### src/rtl/bcd_pkg.sv
// Shared definitions for the binary-to-BCD converter: FSM states and digit constants.
package bcd_pkg;

  typedef enum logic [1:0] {
    ST_IDLE  = 2'd0,
    ST_ADD3  = 2'd1,
    ST_SHIFT = 2'd2
  } state_e;

  localparam int unsigned      c_Digit_Bits     = 4;
  localparam logic [3:0]       c_Blank_Code     = 4'hF;
  localparam logic [3:0]       c_Add3_Threshold = 4'd5;

endpackage : bcd_pkg

### src/rtl/bcd_digit_adj.sv
// Add-3 correction for one BCD digit ahead of the next shift.
module bcd_digit_adj
  import bcd_pkg::*;
(
  input  logic [c_Digit_Bits-1:0] digit_i,
  output logic [c_Digit_Bits-1:0] digit_o
);

  // Digits of 5..9 get +3 so the following shift carries correctly into the next digit.
  always_comb begin
    digit_o = digit_i;
    if (digit_i >= c_Add3_Threshold) begin
      digit_o = digit_i + 4'd3;
    end
  end

endmodule : bcd_digit_adj

### src/rtl/bcd_converter.sv
// Sequential shift-and-add-3 binary-to-BCD converter with valid/ready input
// and a one-cycle result pulse. Optional leading-digit blanking is enabled by
// defining BCD_LEADING_BLANK_EN.
module bcd_converter
  import bcd_pkg::*;
#(
  parameter int unsigned g_Width  = 12,
  parameter int unsigned g_Digits = 4
) (
  input  logic                                i_Clk,
  input  logic                                i_Reset,
  input  logic                                i_Valid,
  input  logic [g_Width-1:0]                  i_Binary,
  output logic                                o_Ready,
  output logic [c_Digit_Bits*g_Digits-1:0]    o_BCD,
  output logic                                o_Valid,
  output logic                                o_Overflow
);

  localparam int unsigned BcdW = c_Digit_Bits * g_Digits;
  localparam int unsigned CntW = (g_Width > 1) ? $clog2(g_Width) : 1;

  state_e            state_q;
  logic [g_Width-1:0] shift_q;
  logic [BcdW-1:0]   digits_q;
  logic [CntW-1:0]   cnt_q;
  logic              acc_ovf_q;
  logic              ready_q;
  logic              valid_q;
  logic [BcdW-1:0]   bcd_q;
  logic              ovf_q;

  logic [BcdW-1:0]    digits_adj_d;
  logic [BcdW-1:0]    digits_shl_d;
  logic [g_Width-1:0] shift_shl_d;
  logic               ovf_bit_d;
  logic [BcdW-1:0]    commit_bcd_d;

  // One add-3 corrector per digit.
  for (genvar g = 0; g < g_Digits; g++) begin : g_adj
    bcd_digit_adj u_adj (
      .digit_i (digits_q[g*c_Digit_Bits +: c_Digit_Bits]),
      .digit_o (digits_adj_d[g*c_Digit_Bits +: c_Digit_Bits])
    );
  end

  // Left shift of the {digits, binary} pair; the bit leaving the top digit feeds overflow.
  always_comb begin
    digits_shl_d = BcdW'({digits_q, shift_q[g_Width-1]});
    shift_shl_d  = g_Width'({shift_q, 1'b0});
    ovf_bit_d    = digits_q[BcdW-1];
  end

`ifdef BCD_LEADING_BLANK_EN
  logic nz_seen;

  // Replace digits above the most significant non-zero digit with the blank code; digit 0 always shows.
  always_comb begin
    commit_bcd_d = digits_shl_d;
    nz_seen      = 1'b0;
    for (int i = int'(g_Digits) - 1; i > 0; i--) begin
      if (digits_shl_d[i*c_Digit_Bits +: c_Digit_Bits] != '0) begin
        nz_seen = 1'b1;
      end
      if (!nz_seen) begin
        commit_bcd_d[i*c_Digit_Bits +: c_Digit_Bits] = c_Blank_Code;
      end
    end
  end
`else
  // Plain BCD with leading zeros.
  assign commit_bcd_d = digits_shl_d;
`endif

  // Conversion FSM with datapath registers and registered outputs.
  always_ff @(posedge i_Clk) begin
    if (i_Reset) begin
      state_q   <= ST_IDLE;
      shift_q   <= '0;
      digits_q  <= '0;
      cnt_q     <= '0;
      acc_ovf_q <= 1'b0;
      ready_q   <= 1'b1;
      valid_q   <= 1'b0;
      bcd_q     <= '0;
      ovf_q     <= 1'b0;
    end else begin
      valid_q <= 1'b0;
      case (state_q)
        ST_IDLE: begin
          if (i_Valid && ready_q) begin
            shift_q   <= i_Binary;
            digits_q  <= '0;
            acc_ovf_q <= 1'b0;
            cnt_q     <= '0;
            ready_q   <= 1'b0;
            state_q   <= ST_ADD3;
          end
        end
        ST_ADD3: begin
          digits_q <= digits_adj_d;
          state_q  <= ST_SHIFT;
        end
        ST_SHIFT: begin
          digits_q  <= digits_shl_d;
          shift_q   <= shift_shl_d;
          acc_ovf_q <= acc_ovf_q | ovf_bit_d;
          cnt_q     <= cnt_q + CntW'(1);
          if (cnt_q == CntW'(g_Width - 1)) begin
            bcd_q   <= commit_bcd_d;
            ovf_q   <= acc_ovf_q | ovf_bit_d;
            valid_q <= 1'b1;
            ready_q <= 1'b1;
            state_q <= ST_IDLE;
          end else begin
            state_q <= ST_ADD3;
          end
        end
        default: begin
          ready_q <= 1'b1;
          state_q <= ST_IDLE;
        end
      endcase
    end
  end

  assign o_Ready    = ready_q;
  assign o_Valid    = valid_q;
  assign o_BCD      = bcd_q;
  assign o_Overflow = ovf_q;

endmodule : bcd_converter
### config.mk
export PLATFORM = sky130hd
export DESIGN_NAME = bcd_converter
export DESIGN_NICKNAME = d
export VERILOG_FILES = /design/src/rtl/bcd_pkg.sv /design/src/rtl/bcd_digit_adj.sv /design/src/rtl/bcd_converter.sv
export SDC_FILE = /design/constraint.sdc
export NUM_CORES = 1
export LEC_CHECK = 0
export CAP_MARGIN = 25
export CORE_ASPECT_RATIO = 0.8
export CORE_MARGIN = 5
export CORE_UTILIZATION = 50
export DETAILED_ROUTE_END_ITERATION = 8
export GPL_TIMING_DRIVEN = 0
export PLACE_DENSITY = 0.7
export SETUP_SLACK_MARGIN = 0.5
export SLEW_MARGIN = 30
export SYNTH_ARGS = -nofsm -noshare
export SYNTH_HDL_FRONTEND = slang
export SYNTH_SLANG_ARGS = --single-unit
### constraint.sdc
create_clock -name i_Clk -period 3.2 [get_ports i_Clk]
set_input_delay 0.64 -clock i_Clk [delete_from_list [all_inputs] [get_ports i_Clk]]
set_output_delay 0.64 -clock i_Clk [all_outputs]
set_load 0.02 [all_outputs]
# ---- Word-level counts from Yosys, hierarchy flattened
# Index checks and enable logic that the tools add are counted.
dict set report totals {
  ff_bits 54
  inputBits 15
}
dict set report classes {
  addsub 5
  magnitude_cmp 4
  n_eq_ne 9
  n_mux 18
  bitwise_logic 3
  reduce_logical 12
}
# cell count
set op_table {}
lappend op_table {{case mux 16 bit (3 select lines)} 1}
lappend op_table {{case mux 12 bit (2 select lines)} 1}
lappend op_table {{2-to-1 mux 4 bit} 5}
lappend op_table {{adder 4 x 2 -> 4 bit (second input constant)} 4}
lappend op_table {{>= comparator 4 x 3 -> 1 bit (second input constant)} 4}
lappend op_table {{2-to-1 mux 16 bit} 1}
lappend op_table {{AND reduction 3 bit} 5}
lappend op_table {{2-to-1 mux 12 bit} 1}
lappend op_table {{inequality test 2 x 1 -> 1 bit (second input constant)} 4}
lappend op_table {{case mux 4 bit (2 select lines)} 1}
lappend op_table {{case mux 2 bit (3 select lines)} 1}
lappend op_table {{adder 4 x 1 -> 4 bit (second input constant)} 1}
lappend op_table {{equality test 4 bit (second input constant)} 1}
lappend op_table {{2-to-1 mux 1 bit} 4}
lappend op_table {{inequality test 2 bit (second input constant)} 2}
lappend op_table {{AND reduction 2 bit} 2}
lappend op_table {{case mux 1 bit (3 select lines)} 1}
lappend op_table {{nonzero test 3 bit} 1}
lappend op_table {{equality test 2 x 1 -> 1 bit (second input constant)} 1}
lappend op_table {{equality test 2 bit (second input constant)} 1}
lappend op_table {{zero test 2 bit} 1}
lappend op_table {{2-to-1 mux 2 bit} 1}
lappend op_table {{NOT 1 bit} 2}
lappend op_table {{case mux 1 bit (2 select lines)} 1}
lappend op_table {{4 further kinds} 4}

# ---- Logic depth before layout (Yosys ltp)
# Gate-level depths: netlist of run 1.
dict set report logic_depth {
  ltp_word 3
  mapped_depth 8
  depth_no_buf 6
}

# ---- Cells and area by module
# A second synthesis of run 1 with hierarchy kept.
dict set report hier_totals {
  cells_unflattened 330
  hier_area_um2 2836.5
}
# module instances cells_each area_each_um2 seq_area_each_um2
set by_module_without_submodules {}
lappend by_module_without_submodules {bcd_converter 1 266 2431.1 1081.0}
lappend by_module_without_submodules {bcd_digit_adj 4 16 101.3 0.0}

# ---- Least setup slack after synthesis of run 1
# No wires, ideal clock.
dict set report synth_path {
  kind {register to register}
  startpoint {reg state_q[0]}
  endpoint {reg digits_q[11]}
  arrival_time_ns 1.574
  required_ns 3.104
  setup_slack_ns 1.530
  stages_incl_launch_ff 7
  cell_sequence {dfxtp_1 -> inv_1 -> ha_1 -> a21boi_2 -> or2_1 -> buf_4 -> o41ai_2}
}
dict set report synth_via {
  elab_chain_cells 3
  word_cells_on_any_way 8
  cone_classes {eq/ne (4); mux (1); reduce/logical (3)}
}
# element line
set synth_rtl {}
lappend synth_rtl {{start, declared} bcd_converter.sv:23} ;# state_e state_q;
lappend synth_rtl {{start signal, assigned} bcd_converter.sv:78} ;# state_q <= ST_IDLE;
lappend synth_rtl {{start signal, assigned} bcd_converter.sv:97} ;# state_q <= ST_ADD3;
lappend synth_rtl {{start signal, assigned} bcd_converter.sv:102} ;# state_q <= ST_SHIFT;
lappend synth_rtl {{equality test 2 x 1 -> 1 bit (tied with other cells)} bcd_converter.sv:89} ;# case (state_q)
lappend synth_rtl {{inequality test 2 x 1 -> 1 bit (no line) (tied with other cells)} -}
lappend synth_rtl {{AND reduction 3 bit (no line)} -}
lappend synth_rtl {{end signal, assigned} bcd_converter.sv:101} ;# digits_q <= digits_adj_d;
lappend synth_rtl {{end signal, assigned} bcd_converter.sv:105} ;# digits_q <= digits_shl_d;
lappend synth_rtl {{end, declared} bcd_converter.sv:25} ;# logic [BcdW-1:0] digits_q;
# Several ways; a longest one is shown, not always the timed one.
# A chain may end at the register's enable or synchronous reset.

# ---- Worst setup path after layout of run 1
dict set report layout_path {
  startpoint {reg state_q[0]}
  endpoint {reg bcd_q[14], in the netlist o_BCD[14]}
}
dict set report layout_via {
  elab_chain_cells 2
}
# element line
set layout_rtl {}
lappend layout_rtl {{equality test 2 bit} bcd_converter.sv:89}
lappend layout_rtl {{AND reduction 2 bit (no line)} -}
lappend layout_rtl {{end signal, assigned} bcd_converter.sv:110} ;# bcd_q <= commit_bcd_d;
lappend layout_rtl {{end, declared} bcd_converter.sv:30} ;# logic [BcdW-1:0] bcd_q;
# No other way between the ends.

==> flow_summary.ini, run 1 <==
[die]
rows = 23
die_area_um2 = 6802
initial_core_util_pct = 52.07
dieHeight_um = 74.78
die_w_um = 90.97
core_um2 = 5036
pin_count = 34

[clock_tree]
cts_resized = 0
cts_tree = done
clockRootBuffer = clkbuf_8
hold_buffers = 0
cts-buffers-inserted = 5
ctsLongestPathBuffers = 2
cts_sinks = 54
cts_setup_buffers = 0
cts_max_level = 2
clock_latency_ns = 0.31
path_clk_slew_ns = 0.09

[finish]
syn2layout_area_growth_pct = 18.46
nFillCells = 433
fin_area_um2 = 3107
drive_gt1_share_pct = 7.362
n_antenna_cell = 0
nNetsFinal = 354
multi_input_area_um2 = 1399
regArea_um2 = 1081
fin_util_pct = 61.69

[sta]
slew_viol_final = 0
fin_crit_sh_pct = 63.93
fin_ws_ns = 1.154
max_freq_ghz = 0.4888
worst_slew_pin_slew_ns = 0.6098
whs_ns = 0.4579
finalSetupTns_ns = 0
hold_violations = 0
setup_viol = 0
skew_ns = 0.002811
rsz0062_at_grt = false
fin_crit_ns = 2.046
slew_headroom_pct = 59.35

[placement]
place.gp.congestion = 0.7980
pre_cts_ws_ns = 0.8807
postPlaceCellArea_um2 = 3030
hpwl_um = 4388
portBuffers = 33

[critical_path]
cp.arrival_ns = 2.25
crit_fanout = 10
end_kind = flip-flop
path_class = reg2reg
crit_required_ns = 3.41
start_kind = flip-flop

[synth]
syn_area_um2 = 2623
yosysWarnings = 0
synth-seq-cells = 54
yosysTopAreaCell = dfxtp_1
yosysSeqAreaShare_pct = 41.22
syn_inst = 286
avgSynthCellArea_um2 = 9.170
syn_nets = 314
ys_types = 41
synth_top_area_share_pct = 41.22
synth_area_leaders = dfxtp_1, ha_1, a22o_1

[detailed_routing]
drtPass1Iterations = 4
wl_um = 6199
met2_length_um = 2743
via_per_inst = 5.776
ant_nets = 0
met1Wirelength_um = 3050
dr_wl_met3_um = 298
drtIter0Drc = 137
route.detailed.drc = 0
wl_per_cell_um = 15.98
vias = 2241
top_layer = met4

[flow_run]
maxCapViolations = 0

[global_route]
grt_pass1_vias = 2152
grtUsageTotal_pct = 19.00
grt.overflow.total = 0
grt_max_degree = 15
grt_pass1_wl_um = 10490
antenna_found_initial = 0

[power_and_ir_drop]
powerDensity_nw_per_um2 = 655.6
p_leak_nw = 1.077
peakVddDrop_mv = 0.3838

[min_path]
min_path_type = reg2reg

[outcome]
outcome = completed
[area by class of cell]
type                            instances  area share, %
Tap cell                               62          2.497
Inverter                               14          1.692
Multi-Input combinational cell        200          45.03
Buffer                                 18          2.900
Timing Repair Buffer                   33          10.63
Clock buffer                            7          2.457
Sequential cell                        54          34.80
[synth_stat cells (all sizes together)]
cell type	number
dfxtp	54
o21ai	27
nor2	25
a21oi	24
a22o	15
inv	14
a211oi	13
ha	13
mux2i	12
buf	10
nand4b	9
clkbuf	8
nand2	8
o22ai	8
nand2b	7
nand3b	5
o41ai	4
xor2	4
a32oi	3
nand3	3
nand4	3
nor2b	3
a21boi	2
a22oi	2
or3	2
a221o	1
and2	1
nor3	1
nor3b	1
o21a	1
or2	1
or4	1
xnor2	1
[state kept, by name, summed over array words and instances (netlist names)]
register,flops
acc_ovf_q,1
cnt_q,4
state_q,2
o_Overflow,1
digits_q,16
o_Valid,1
shift_q,12
o_BCD,16
o_Ready,1
[where the power goes]
group	switching, mW	leakage (nW)	internal, mW
combinational	0.552	0.601	0.289
clock	0.215	0.0383	0.151
sequential	0.0711	0.438	0.758
total	0.838	1.08	1.20
[cell usage in the layout, fill, tap and decap left out, types with 3 or more instances in the layout]
cell / n
o22ai_1: 8
a21oi_1: 24
nand2b_1: 7
a32oi_1: 3
nor2b_1: 3
nand4_1: 3
buf_2: 6
xor2_1: 4
o41ai_2: 4
mux2i_1: 12
ha_1: 13
clkbuf_1: 10
inv_1: 12
clkbuf_8: 5
clkdlybuf4s50_1: 33
o21ai_0: 11
o21ai_1: 15
nand2_1: 8
nor2_1: 25
nand3b_1: 5
a211oi_1: 13
a22o_1: 15
nand4b_1: 9
dfxtp_1: 54
[logic make-up after synthesis]
kind of cell               count (synthesis)  share of synthesized area (%)
AOI/OAI and AO/OA                        100                          25.95
and+or+nand+nor                           70                          14.93
DFF                                       54                          41.22
buffers and inverters                     32                          5.439
adders and majority gates                 13                          6.202
muxes                                     12                          4.580
xor gates and xnor gates                   5                          1.670
[critical path: stages, from the launching register on]
cell	delay (ns)
dfxtp_1	0.35
inv_1	0.09
ha_1	0.23
nand2_1	0.10
nor3b_2	0.47
nor2_1	0.22
buf_2	0.24
a22o_1	0.24
[metrics by stage]
stage | instances | power (mW)
5_1_grt | 388 | 2.188
6_report | 388 | 2.037
2_1_floorplan | 286 | 1.448
4_1_cts | 388 | 2.041
3_5_place_dp | 381 | 1.675
3_3_place_gp | 381 | 1.658
[final timing paths]
kind | start | endpoint | slack [ns] | depth (start not counted)
setup / recovery | state_q[0]$_SDFFE_PP0P_ | o_BCD[14]$_SDFFE_PP0P_ | 1.15 | 7
hold / removal | shift_q[0]$_SDFFE_PP0P_ | shift_q[0]$_SDFFE_PP0P_ | 0.46 | 2
setup reg to reg | state_q[0]$_SDFFE_PP0P_ | o_BCD[14]$_SDFFE_PP0P_ | 1.15 | 7
hold reg to reg | shift_q[0]$_SDFFE_PP0P_ | shift_q[0]$_SDFFE_PP0P_ | 0.46 | 2
[per-layer routing]
metal | track usage, % | vias to the layer above
li1 | - | 1124
met1 | 26.49 | 1053
met2 | 30.00 | 53
met3 | 3.397 | 11
met4 | 6.678 | 0
met5 | 0 | -
(Power assumes the default switching activity.)
==> inputs of run 2 (changes only) <==
--- a/config.mk
+++ b/config.mk
@@ -8,10 +8,10 @@
 export CAP_MARGIN = 25
 export CORE_ASPECT_RATIO = 0.8
 export CORE_MARGIN = 5
-export CORE_UTILIZATION = 50
+export CORE_UTILIZATION = 49
 export DETAILED_ROUTE_END_ITERATION = 8
 export GPL_TIMING_DRIVEN = 0
-export PLACE_DENSITY = 0.7
+export PLACE_DENSITY = 0.72
 export SETUP_SLACK_MARGIN = 0.5
 export SLEW_MARGIN = 30
 export SYNTH_ARGS = -nofsm -noshare
==> constraint.sdc (replaced) <==
create_clock -name i_Clk -period 1.7 [get_ports i_Clk]
set_input_delay 0.34 -clock i_Clk [delete_from_list [all_inputs] [get_ports i_Clk]]
set_output_delay 0.34 -clock i_Clk [all_outputs]
set_load 0.02 [all_outputs]
==> run 2 against run 1 <==
  * Hold slack improved by 0.027 ns
  * Die area rose by 1.8%
  * Combinational power rose to 3.6 times the previous value
  * Highest routed layer unchanged
  * Sequential share of layout area fell by 5.8 points
  * Critical endpoint is now cnt_q[3]$_SDFFE_PP0P_
  * Non-clock buffer count rose by 28
  * Final cell count rose by 7.5%
==> flow_summary.ini, run 2 (same netlist as run 1, synthesis figures left out) <==
[finish]
nNetsFinal = 382
fin_area_um2 = 3822
fin_util_pct = 75.04
n_antenna_cell = 0
drive_gt1_share_pct = 41.69
regArea_um2 = 1107
layout_common_cells = dfxtp_1, buf_6, nor2_1
fin_cells = 417
syn2layout_area_growth_pct = 45.75
multi_input_area_um2 = 1728
final_common_cell = dfxtp_1
nFillCells = 335

[die]
rows = 23
die_w_um = 91.79
initial_core_util_pct = 51.49
core_um2 = 5094
pin_count = 34
dieHeight_um = 75.44
die_area_um2 = 6924

[sta]
worst_slew_pin_slew_ns = 0.5392
hold_violations = 0
fin_ws_ns = 0.1124
max_freq_ghz = 0.6299
slew_viol_final = 0
fin_crit_sh_pct = 93.39
slew_headroom_pct = 64.06
skew_ns = 0.005818
setup_viol = 0
rsz0062_at_grt = true
fin_crit_ns = 1.588

[clock_tree]
cts-buffers-inserted = 5
ctsLongestPathBuffers = 2
cts_sinks = 54
cts_tree = done
clock_latency_ns = 0.32
hold_buffers = 0
cts_max_level = 2
path_clk_slew_ns = 0.10
clockRootBuffer = clkbuf_8

[global_route]
antenna_found_initial = 0
grtUsageTotal_pct = 21.84
grt_max_degree = 18
grt_pass1_vias = 2327
grt_pass1_wl_um = 11900
grt.overflow.total = 0

[power_and_ir_drop]
combPwrFrac_pct = 56.2
powerDensity_nw_per_um2 = 1397
p_total_mw = 5.338
swShare_pct = 41.17
p_sw_mw = 2.198
peakVddDrop_mv = 1.088
p_int_mw = 3.140
p_leak_nw = 1.418
pwr-share-clk_pct = 13.9
seq_power_share_pct = 30.0

[critical_path]
crit_required_ns = 1.96
cp.buffers_inverters = 2
crit_fanout = 4
crit_chain = inv_4 > ha_4 > buf_6 > nand3_4 > a21boi_4 > or4_4 > a21oi_2
end_kind = flip-flop
path_class = reg2reg
cp.arrival_ns = 1.84
max_stage_delay_ns = 0.41
start_kind = flip-flop
cp_top_family = simple AND/OR/NAND/NOR gates
crit_slowest_cell = or4_4

[flow_run]
maxCapViolations = 0

[detailed_routing]
via_per_inst = 5.871
wl_per_cell_um = 18.62
drtIter0Drc = 186
vias = 2448
drtPass1Iterations = 4
ant_nets = 0
wl_um = 7763
route.detailed.drc = 0

[placement]
place_inst = 381
portBuffers = 33
postPlaceCellArea_um2 = 3182
pre_cts_ws_ns = -0.3394
hpwl_um = 4552
place.gp.congestion = 0.8177

[outcome]
outcome = completed

[min_path]
min_path_type = reg2reg
[run 2: layout make-up]
| class | instances | area share (%) |
|---|---|---|
| multi-input combinational | 200 | 45.20 |
| sequential | 54 | 28.97 |
| timing repair buffer | 61 | 14.40 |
| buffer | 18 | 5.336 |
| tap | 62 | 2.029 |
| clock buffer | 5 | 1.800 |
| inverter | 14 | 1.702 |
| clock inverter | 3 | 0.5565 |
[run 2: worst paths after layout]
path | start | to | slack (ns) | depth (start not counted)
max | state_q[1]$_SDFFE_PP0P_ | cnt_q[3]$_SDFFE_PP0P_ | 0.11 | 7
min | o_BCD[15]$_SDFFE_PP0P_ | o_BCD[15]$_SDFFE_PP0P_ | 0.49 | 1
max reg2reg | state_q[1]$_SDFFE_PP0P_ | cnt_q[3]$_SDFFE_PP0P_ | 0.11 | 7
min reg2reg | o_BCD[15]$_SDFFE_PP0P_ | o_BCD[15]$_SDFFE_PP0P_ | 0.49 | 1
[run 2: repair_timing]
action | 4_1_cts | 5_1_grt
gates resized for setup | 130 | 70
pin swaps | 9 | 26
setup endpoints to repair | 73 | 62
endpoints found under the hold margin | 0 | 0
buffers inserted | 16 | 6
cloned | 5 | 1
[run 2: stage by stage]
step	hold WS (ns)	setup TNS, ns
final	0.4853	0
after global routing	0.5039	0
after CTS	0.4783	0
after detailed placement	0.4597	-7.541
after global placement	0.4456	-7.289
after floorplan	0.4316	0
[run 2: power by group through the flow]
stage	combinational [mW]	clock (mW)	sequential [mW]
after floorplan	1.44	0	1.58
after global placement	1.84	0	1.60
after detailed placement	1.87	0	1.61
after CTS	2.56	0.754	1.58
after global routing	3.17	0.812	1.62
final	3.00	0.740	1.60
[run 2: per-layer routing]
layer  share of wire [%]  track usage (%)
met1                  47            29.44
met2                  46            36.36
met3                 5.4            4.442
met4                 1.4            5.931
met5                   0                0
[run 2: worst reg2reg max path, cell delays in order, from the launching register on]
cell and delay, ns:
dfxtp_4 0.38, inv_4 0.07, ha_4 0.16, buf_6 0.10
nand3_4 0.08, a21boi_4 0.17, or4_4 0.42, a21oi_2 0.16
